<file path="src/rtl/alu_iter.sv">
// alu_iter: handshaked multi-cycle ALU for the WISC-SP13 execute stage.
// Shifts and rotates run one bit per cycle through a single working
// register. Every other op is evaluated as the request is accepted and
// presented on the following cycle.
module alu_iter #(
    parameter int WIDTH   = 16,
    parameter int SHAMT_W = 4
) (
    input  logic             clk,
    input  logic             rst_n,
    input  logic             in_valid,
    output logic             in_ready,
    input  logic [4:0]       op,
    input  logic [1:0]       funct,
    input  logic [WIDTH-1:0] rs,
    input  logic [WIDTH-1:0] rt,
    input  logic [WIDTH-1:0] pc,
    input  logic [7:0]       imm,
    output logic             out_valid,
    input  logic             out_ready,
    output logic [WIDTH-1:0] res,
    output logic             illegal
);

    typedef enum logic [1:0] {
        IDLE  = 2'd0,
        SHIFT = 2'd1,
        DONE  = 2'd2
    } state_t;

    // Shift/rotate selector, shared by the immediate and register forms.
    localparam logic [1:0] M_ROL = 2'b00;
    localparam logic [1:0] M_SLL = 2'b01;
    localparam logic [1:0] M_ROR = 2'b10;
    localparam logic [1:0] M_SRL = 2'b11;

    state_t             state, state_nxt;
    logic [WIDTH-1:0]   work;      // result / shift working register
    logic [SHAMT_W-1:0] cnt;       // shift steps remaining
    logic [1:0]         mode;      // captured shift selector
    logic               ill_q;

    logic               is_shift;
    logic [SHAMT_W-1:0] amt;
    logic [1:0]         smode;
    logic [WIDTH-1:0]   alu_res;
    logic               alu_ill;
    logic [WIDTH-1:0]   simm5, zimm5, simm8;
    logic [WIDTH-1:0]   rev;
    logic [WIDTH:0]     sum17;
    logic [WIDTH-1:0]   step;

    assign simm5 = {{(WIDTH-5){imm[4]}}, imm[4:0]};
    assign zimm5 = {{(WIDTH-5){1'b0}}, imm[4:0]};
    assign simm8 = {{(WIDTH-8){imm[7]}}, imm};
    assign sum17 = {1'b0, rs} + {1'b0, rt};

    // Shift-class decode: immediate forms 101xx take imm, register form 11010 takes rt.
    always_comb begin
        is_shift = 1'b0;
        amt      = '0;
        smode    = M_ROL;
        if (op[4:2] == 3'b101) begin
            is_shift = 1'b1;
            amt      = imm[SHAMT_W-1:0];
            smode    = op[1:0];
        end else if (op == 5'b11010) begin
            is_shift = 1'b1;
            amt      = rt[SHAMT_W-1:0];
            smode    = funct;
        end
    end

    // Bit reverse of rs for BTR.
    always_comb begin
        rev = '0;
        for (int i = 0; i < WIDTH; i++) begin
            rev[i] = rs[WIDTH-1-i];
        end
    end

    // Single-cycle ops, evaluated on the live inputs at the acceptance edge.
    always_comb begin
        alu_res = '0;
        alu_ill = 1'b0;
        case (op)
            5'b01000: alu_res = simm5 - rs;
            5'b01001: alu_res = rs + simm5;
            5'b01010: alu_res = rs & ~zimm5;
            5'b01011: alu_res = rs ^ zimm5;
            5'b10000,
            5'b10001,
            5'b10011: alu_res = rs + simm5;
            5'b10010: alu_res = {rs[7:0], imm};
            5'b11000: alu_res = simm8;
            5'b11001: alu_res = rev;
            5'b11011: begin
                case (funct)
                    2'b00:   alu_res = rs + rt;
                    2'b01:   alu_res = rt - rs;
                    2'b10:   alu_res = rs ^ rt;
                    default: alu_res = rs & ~rt;
                endcase
            end
            5'b11100: alu_res = {{(WIDTH-1){1'b0}}, (rs == rt)};
            5'b11101: alu_res = {{(WIDTH-1){1'b0}}, ($signed(rs) <  $signed(rt))};
            5'b11110: alu_res = {{(WIDTH-1){1'b0}}, ($signed(rs) <= $signed(rt))};
            5'b11111: alu_res = {{(WIDTH-1){1'b0}}, sum17[WIDTH]};
            5'b01100: alu_res = {{(WIDTH-1){1'b0}}, (rs != '0)};
            5'b01101: alu_res = {{(WIDTH-1){1'b0}}, (rs == '0)};
            5'b01110: alu_res = {{(WIDTH-1){1'b0}}, rs[WIDTH-1]};
            5'b01111: alu_res = {{(WIDTH-1){1'b0}}, ~rs[WIDTH-1]};
            5'b00110,
            5'b00111: alu_res = pc;
            5'b10100, 5'b10101, 5'b10110, 5'b10111,
            5'b11010: alu_res = rs;   // shift class, handled by the iterator
            default: begin
                alu_res = '0;
                alu_ill = 1'b1;
            end
        endcase
    end

    // One shift/rotate step of the working register.
    always_comb begin
        case (mode)
            M_ROL:   step = {work[WIDTH-2:0], work[WIDTH-1]};
            M_SLL:   step = {work[WIDTH-2:0], 1'b0};
            M_ROR:   step = {work[0], work[WIDTH-1:1]};
            default: step = {1'b0, work[WIDTH-1:1]};
        endcase
    end

    // State register.
    always_ff @(posedge clk or negedge rst_n) begin
        if (!rst_n) state <= IDLE;
        else        state <= state_nxt;
    end

    // Next state and handshake outputs; a zero shift amount skips SHIFT.
    always_comb begin
        state_nxt = state;
        in_ready  = 1'b0;
        out_valid = 1'b0;
        case (state)
            IDLE: begin
                in_ready = 1'b1;
                if (in_valid) begin
                    if (is_shift && (amt != '0)) state_nxt = SHIFT;
                    else                         state_nxt = DONE;
                end
            end
            SHIFT: begin
                if (cnt == SHAMT_W'(1)) state_nxt = DONE;
            end
            DONE: begin
                out_valid = 1'b1;
                if (out_ready) state_nxt = IDLE;
            end
            default: state_nxt = IDLE;
        endcase
    end

    // Datapath: load at acceptance, iterate in SHIFT, hold otherwise.
    always_ff @(posedge clk or negedge rst_n) begin
        if (!rst_n) begin
            work  <= '0;
            cnt   <= '0;
            mode  <= M_ROL;
            ill_q <= 1'b0;
        end else begin
            case (state)
                IDLE: begin
                    if (in_valid) begin
                        if (is_shift) begin
                            work  <= rs;
                            cnt   <= amt;
                            mode  <= smode;
                            ill_q <= 1'b0;
                        end else begin
                            work  <= alu_res;
                            cnt   <= '0;
                            ill_q <= alu_ill;
                        end
                    end
                end
                SHIFT: begin
                    work <= step;
                    cnt  <= cnt - SHAMT_W'(1);
                end
                default: ;
            endcase
        end
    end

    assign res     = work;
    assign illegal = ill_q;

endmodule

</file>
<file path="config.mk">
export PLATFORM = sky130hd
export DESIGN_NAME = alu_iter
export DESIGN_NICKNAME = d
export VERILOG_FILES = /design/src/rtl/alu_iter.sv
export SDC_FILE = /design/constraint.sdc
export NUM_CORES = 1
export LEC_CHECK = 0
export BUFFER_PORTS_ARGS = -buffer_cell sky130_fd_sc_hd__buf_2
export CAP_MARGIN = 5
export CELL_PAD_IN_SITES_DETAIL_PLACEMENT = 1
export CELL_PAD_IN_SITES_GLOBAL_PLACEMENT = 1
export CORE_UTILIZATION = 30
export DETAILED_ROUTE_END_ITERATION = 12
export GPL_TIMING_DRIVEN = 0
export PLACE_DENSITY_LB_ADDON = 0.3
export SLEW_MARGIN = 20
export SYNTH_ARGS = -nofsm -noshare
export SYNTH_HDL_FRONTEND = slang
export SYNTH_SLANG_ARGS = --single-unit
</file>
<file path="constraint.sdc">
create_clock -name clk -period 3.71 [get_ports clk]
set_input_delay 0.742 -clock clk [delete_from_list [all_inputs] [get_ports clk]]
set_output_delay 0.742 -clock clk [all_outputs]
set_load 0.005 [all_outputs]
</file>
==> reports/metrics.yaml, run 1 <==
vias_per_cell: 5.75
reg2regPathDepth: 8
ir_drop_uv: 184
grt_start_max_net_pins: 26
r2r_end: "res[13]"
dpl.cell_count: 1158
start_util: 0.307
start_kind: "primary input"
detail-route-antenna-nets: 0
antenna_cells: 0
drt_pass1_iterations: 5
die-area_mm2: 0.0199
drive_above_1_share: 0.223
grt_pass1_vias: 6587
final_cell_mix: "95 x buf_2, 70 x nand2_1, 68 x nor2_1, 68 x a21oi_1, 68 x ha_1"
dp_hpwl_um: 21100
max_freq_mhz: 276
clk_root_buffer_cell: "clkbuf_16"
drt_drc_violations_left: 0
ys.warnings.count: 0
synth-edff-count: 0
arrival_ns: 3.82
clk_latency_ns: 0.26
cts_made_buffers: 3
syn2layout_area_growth_pct: 24.4
fin_worst_skew_ns: 0.00294
grt_pass1_wl_um: 38700
fin_nets: 1061
cts_hold_buf: 0
synthArstFlopShare: 1.00
final_common_cell: "buf_2"
maxSlewHeadroom: 0.300
cts_tree: "done"
track_usage: 0.256
hold_ws_ns: 0.464
synth_ff_type: "dfrtp_1"
r2r_slack_ns: 1.47
seq_area_frac_synth: 0.108
slew_violations: 0
clkTransAtPathRegs_ns: 0.06
wirelength_um: 26000
timing.final.crit_share: 0.976
run_status: "completed"
syn_area_mm2: 0.00579
core_mm2: 0.0188
crit_end: "res[13]"
cp.required_ns: 3.91
antenna_found_initial: 0
wire_per_inst_um: 22.0
worst_pin_slew_ns: 1.04
vias: 6781
final.setup.worst_slack_ns: 0.0892
power_leakage_nw: 3.13
r2r_start: "mode[1]"
fin_crit_ns: 3.62
hold_class: "in2async"
crit_path_start: "funct[1]"
h-tree-depth: 1
ys_ff_latch: 25
finalNonFillerCells: 1180
cap_violations: 0
gr-total-overflow: 0
cts_buffer_depth: 2
gp_congestion: 0.943
row_count: 50
syn_avg_cell_area_um2: 7.11
worstSetupPathType: "in2reg"
critPathMaxFanout: 10
cellPowerDensity_mw_per_mm2: 356
fp.dieW_um: 141
synthCells: 814
syn_nets: 954
fp.dieH_um: 141
ios: 86
clkSinkCount: 25
io_buffers: 84
hold_viol: 0
endpoint_kind: "flip-flop"
setup_viol: 0
drtIter0Drc: 440
synth_cell_types: 74
dpl_worst_slack_ns: -0.999
==> sequential cells by signal, summed over array words and instances, names as in the netlist <==
name	flops
cnt	4
res	16
state	2
illegal	1
mode	2
==> report_power, final <==
part | internal, mW | switching [mW]
logic | 0.732 | 1.06
clock network | 0.145 | 0.0992
registers | 0.393 | 0.140
==> cells in the mapped netlist, types with 5 or more instances <==
library cell,instances,share of area
and2_1,5,0.0054
mux2i_1,23,0.040
nor3b_1,6,0.0078
dfrtp_1,25,0.11
nand3_1,14,0.012
a222oi_1,6,0.010
a21oi_1,74,0.064
a221oi_1,11,0.017
nand2_1,71,0.046
clkbuf_1,28,0.018
nor2b_1,14,0.015
o21a_1,5,0.0065
o21ai_0,56,0.048
xnor2_1,28,0.042
ha_1,71,0.15
a31oi_1,11,0.012
inv_1,55,0.036
nor3_1,14,0.012
nor2_1,72,0.047
o21ai_1,5,0.0043
a221o_1,5,0.0086
a21o_1,8,0.010
o211ai_1,10,0.013
o21bai_1,5,0.0065
nand4_1,8,0.0086
a211oi_1,13,0.017
buf_2,18,0.016
xor2_1,23,0.035
a22oi_1,16,0.021
nand2b_1,20,0.022
o22ai_1,14,0.015
==> cells by family (layout without fill, tap and decap cells) <==
logic type | count (synthesis) | after routing | share of synthesized area
AOI/OAI and AO/OA | 278 | 278 | 0.316
and+or+nand+nor | 256 | 256 | 0.220
buffers and inverters | 105 | 211 | 0.0733
adders and majority gates | 73 | 73 | 0.160
xor gates and xnor gates | 51 | 51 | 0.0772
muxes | 26 | 26 | 0.0456
DFF | 25 | 25 | 0.108
==> what timing repair did <==
| action | 4_1_cts | 5_1_grt |
|---|---|---|
| resized for setup | 44 | 68 |
| pin swaps | 9 | 31 |
| hold endpoints to repair | 0 | 0 |
| buffers inserted | 7 | 20 |
| endpoints found under the setup margin | 14 | 12 |
| cloned | 0 | 1 |
==> worst min-delay path by stage <==
stage / depth (start not counted) / endpoint
2_1_floorplan: 0 / cnt[0]
3_3_place_gp: 1 / illegal
3_5_place_dp: 1 / illegal
4_1_cts: 1 / cnt[2]
5_1_grt: 1 / res[2]
6_report: 1 / cnt[2]
==> critical path, cell delays in order <==
cell      delay, ns
buf_2          0.16
clkbuf_4       0.26
clkbuf_4       0.24
nand2b_2       0.22
nand2_1        0.09
o21ai_2        0.09
inv_1          0.07
ha_1           0.26
nor2b_1        0.16
o2111a_1       0.40
nor4b_4        0.09
nor2_2         0.20
a31oi_1        0.13
or4_4          0.55
a21oi_2        0.14
==> area by class of cell <==
class	instances	area, µm²
buffer	40	223
clock buffer	3	75.1
clock inverter	1	5.00
fill	2387	11600
inverter	55	231
multi-input combinational	684	5010
sequential	25	626
tap	260	325
timing repair buffer	112	702
==> metrics by stage <==
stage	setup TNS, ns	area (µm²)	util	total power, mW
global route	-0.0906	7200	0.382	2.77
finish	0	7200	0.382	2.57
CTS	-0.0295	6810	0.361	2.46
floorplan	0	5790	-	1.57
detailed placement	-10.23	6530	0.347	2.16
global placement	-10.05	6530	0.347	2.13
==> layer usage <==
layer  vias up  wire length [µm]  global-route usage
met5         -                 0                   0
met4         0               835              0.0681
met3        46              1610              0.0255
met2       260             11800               0.423
met1      3275             11700               0.353
li1       3200                 -                   -
Power figures use the tool's default switching activity.
==> inputs of run 2 (changes only) <==
--- a/config.mk
+++ b/config.mk
@@ -5,6 +5,7 @@
 export SDC_FILE = /design/constraint.sdc
 export NUM_CORES = 1
 export LEC_CHECK = 0
+export ABC_AREA = 1
 export BUFFER_PORTS_ARGS = -buffer_cell sky130_fd_sc_hd__buf_2
 export CAP_MARGIN = 5
 export CELL_PAD_IN_SITES_DETAIL_PLACEMENT = 1
==> run 2 against run 1 <==
Against the previous run:
- critical path depth rose by 6
- power is 20% lower
- hold slack better by 0.010 ns
- core utilization fell by 0.99 points
- synthesized cell count grew 21%
- clock power about the same
- clock skew increased by 0.0029 ns
- largest cell class unchanged
- largest power group unchanged
==> reports/metrics.yaml, run 2 <==
synthArstFlopShare: 1.00  # unchanged
ys_ff_latch: 25  # unchanged
cp.required_ns: 3.87  # -0.04 ns
syn_nets: 1121  # +18%
ir_drop_uv: 230  # +25%
antenna_found_initial: 0  # unchanged
combPwrFrac: 0.645  # -0.052
drtIter0Drc: 513  # +17%
wire_per_inst_um: 18.3  # -17%
cap_violations: 0  # unchanged
syn_area_mm2: 0.00584  # +0.89%
fp.dieW_um: 142  # +0.44%
cellPowerDensity_mw_per_mm2: 293  # -18%
crit_slowest_cell: "ha_1"
critPathMaxFanout: 6  # -4
wirelength_um: 24500  # -5.7%
endpoint_kind: "flip-flop"
vias: 7066  # +4.2%
p_seq_frac: 0.237  # +0.030
fill_cells: 2565  # +7.5%
gr-total-overflow: 0  # unchanged
final_common_cell: "nand2_1"
synthCells: 981  # +21%
setup_viol: 0  # unchanged
ys.warnings.count: 0  # unchanged
vias_per_cell: 5.27  # -8.2%
fin_nets: 1221  # +15%
synth-edff-count: 0  # unchanged
grt_pass1_wl_um: 37800  # -2.2%
clkTransAtPathRegs_ns: 0.07  # about the same
row_count: 50  # unchanged
synth_ff_type: "dfrtp_1"
worst_pin_slew_ns: 0.637  # -0.405 ns
ios: 86  # unchanged
hold_viol: 0  # unchanged
synth_cell_types: 52  # -30%
fin_worst_skew_ns: 0.00583  # +0.00289 ns
timing.final.crit_share: 0.966  # -0.0103
cts_buffer_depth: 2  # unchanged
largest_reg_flops: 16  # unchanged
dp_hpwl_um: 20400  # -3.3%
slowest_delay_ns: 0.37  # -0.18 ns
final.setup.worst_slack_ns: 0.127  # +0.0381 ns
crit_chain: "buf_6 > clkinvlp_4 > buf_4 > nand2_2 > nor2_4 > nand3_2 > xor2_1 > nand2_1 > o21ai_0 > ha_1 > a21o_1 > a21oi_2 > nand3_1 > nand2_1 > nand3_1 > o211ai_1 > nand3b_1 > nand2_1 > nand2_1 > nand2_1 > nand2_1"
grt_start_max_net_pins: 26  # unchanged
slew_violations: 0  # unchanged
hold_class: "in2async"
clkSinkCount: 25  # unchanged
fin_crit_ns: 3.58  # -0.0381 ns
cpMostUsedCell: "nand2_1"
drt_drc_violations_left: 0  # unchanged
power_frac_clock: 0.117  # +0.022
antenna_cells: 0  # unchanged
max_freq_mhz: 279  # +1.1%
final_cell_mix: "215 x nand2_1, 125 x inv_1, 86 x o21ai_0, 84 x buf_2, 74 x nor2_1"
clk_latency_ns: 0.26  # about the same
syn2layout_area_growth_pct: 20.5
power_leakage_nw: 3.57  # +14%
grt_pass1_vias: 6987  # +6.1%
internal_power_mw: 1.01  # -20%
critical_path.top_delay_family: "simple AND/OR/NAND/NOR gates"
arrival_ns: 3.74  # -0.08 ns
seq_area_frac_synth: 0.107  # -0.000950
yosysTopAreaCellShare: 0.152  # -0.00135
yosys.area.top_type: "ha_1"
fp.dieH_um: 142  # +0.44%
drive_above_1_share: 0.203  # -0.0200
p_sw_mw: 1.05  # -19%
synth.most_common_cell: "nand2_1"
synthTopCellsByArea: "ha_1 15%, nand2_1 15%, dfrtp_1 11%, o21ai_0 9.0%, inv_1 8.5%"
maxSlewHeadroom: 0.571  # +0.272
clk_root_buffer_cell: "clkbuf_16"
cts_made_buffers: 3  # unchanged
syn_avg_cell_area_um2: 5.95  # -16%
critPathBufInv: 3  # -1
run_status: "completed"
power_mw: 2.07  # -20%
start_kind: "primary input"
r2r_slack_ns: 1.72  # +0.25 ns
worstSetupPathType: "in2reg"
track_usage: 0.243  # -0.0134
h-tree-depth: 1  # unchanged
dpl_worst_slack_ns: -1.04  # -0.0383 ns
gp_congestion: 0.905  # -4.0%
detail-route-antenna-nets: 0  # unchanged
die-area_mm2: 0.0200  # +0.87%
power.share.switching: 0.510  # +0.00464
cts_tree: "done"
core_mm2: 0.0189  # +0.33%
synthTopCellsByCount: "230 x nand2_1, 133 x inv_1, 105 x o21ai_0, 81 x nor2_1, 77 x a21oi_1"
io_buffers: 82  # -2.4%
start_util: 0.309  # +0.00170
drt_pass1_iterations: 5  # unchanged
==> run 2: final cells by class <==
cell class	instances	area [µm²]	share of cell area
repair buffers	97	539	0.0766
flip-flops and latches	25	626	0.0889
clock buffers	4	78.8	0.0112
inverters	140	542	0.0770
plain buffers	24	130	0.0185
multi-input cells	790	4800	0.682
well taps	260	325	0.0462
==> run 2: power groups by stage <==
stage               sequential, mW  clock, mW  combinational [mW]
global placement             0.493          0                1.21
floorplan                    0.470          0               0.781
finish                       0.490      0.242                1.33
global route                 0.504      0.259                1.49
detailed placement           0.492          0                1.24
CTS                          0.488      0.246                1.26
==> run 2: layer usage <==
| layer | track usage | vias to the layer above | part of all wire |
|---|---|---|---|
| met3 | 0.0273 | 33 | 0.054 |
| li1 | - | 3515 | - |
| met5 | 0 | - | 0 |
| met1 | 0.343 | 3326 | 0.48 |
| met2 | 0.393 | 192 | 0.44 |
| met4 | 0.0555 | 0 | 0.027 |
==> run 2: cell families after synthesis <==
kind of cell / share of synthesized area
flip-flops: 0.107
AO/OA/AOI/OAI: 0.258
buffers and inverters: 0.114
AND/OR/NAND/NOR: 0.335
adder cells (fa/ha/maj): 0.159
XOR/XNOR: 0.0270
==> run 2: path summary, 6_finish.rpt <==
check | startpoint | to | cells past startpoint
min in group clk | illegal | illegal | 2
hold / removal | rst_n | res[3] | 1
max in group asynchronous | rst_n | cnt[2] | 1
setup / recovery | rs[0] | res[12] | 21
setup reg to reg | state[1] | res[11] | 7
hold reg to reg | illegal | illegal | 2
==> run 2: repair_timing <==
item	4_1_cts	5_1_grt
pin swaps	9	30
endpoints found under the setup margin	10	10
resized for setup	23	77
hold buffers	0	0
buffers inserted	4	11
==> run 2: metrics by stage <==
step	instances	cell area, µm²	utilization	setup TNS (ns)	hold slack, ns
2_1_floorplan	981	5840	-	0	0.446
3_3_place_gp	1323	6580	0.348	-5.55	0.476
5_1_grt	1340	7040	0.373	-0.0467	0.523
3_5_place_dp	1323	6580	0.348	-6.14	0.484
4_1_cts	1330	6740	0.356	0	0.493
6_report	1340	7040	0.373	0	0.475
==> run 2: worst register-to-register path, stage by stage (launching register included) <==
cell and delay [ns]:
dfrtp_1 0.39, nor2_1 0.22, nand2_1 0.19, nand2_1 0.23, clkbuf_1 0.40, o21ai_0 0.23
a21oi_2 0.17, nor2_1 0.05
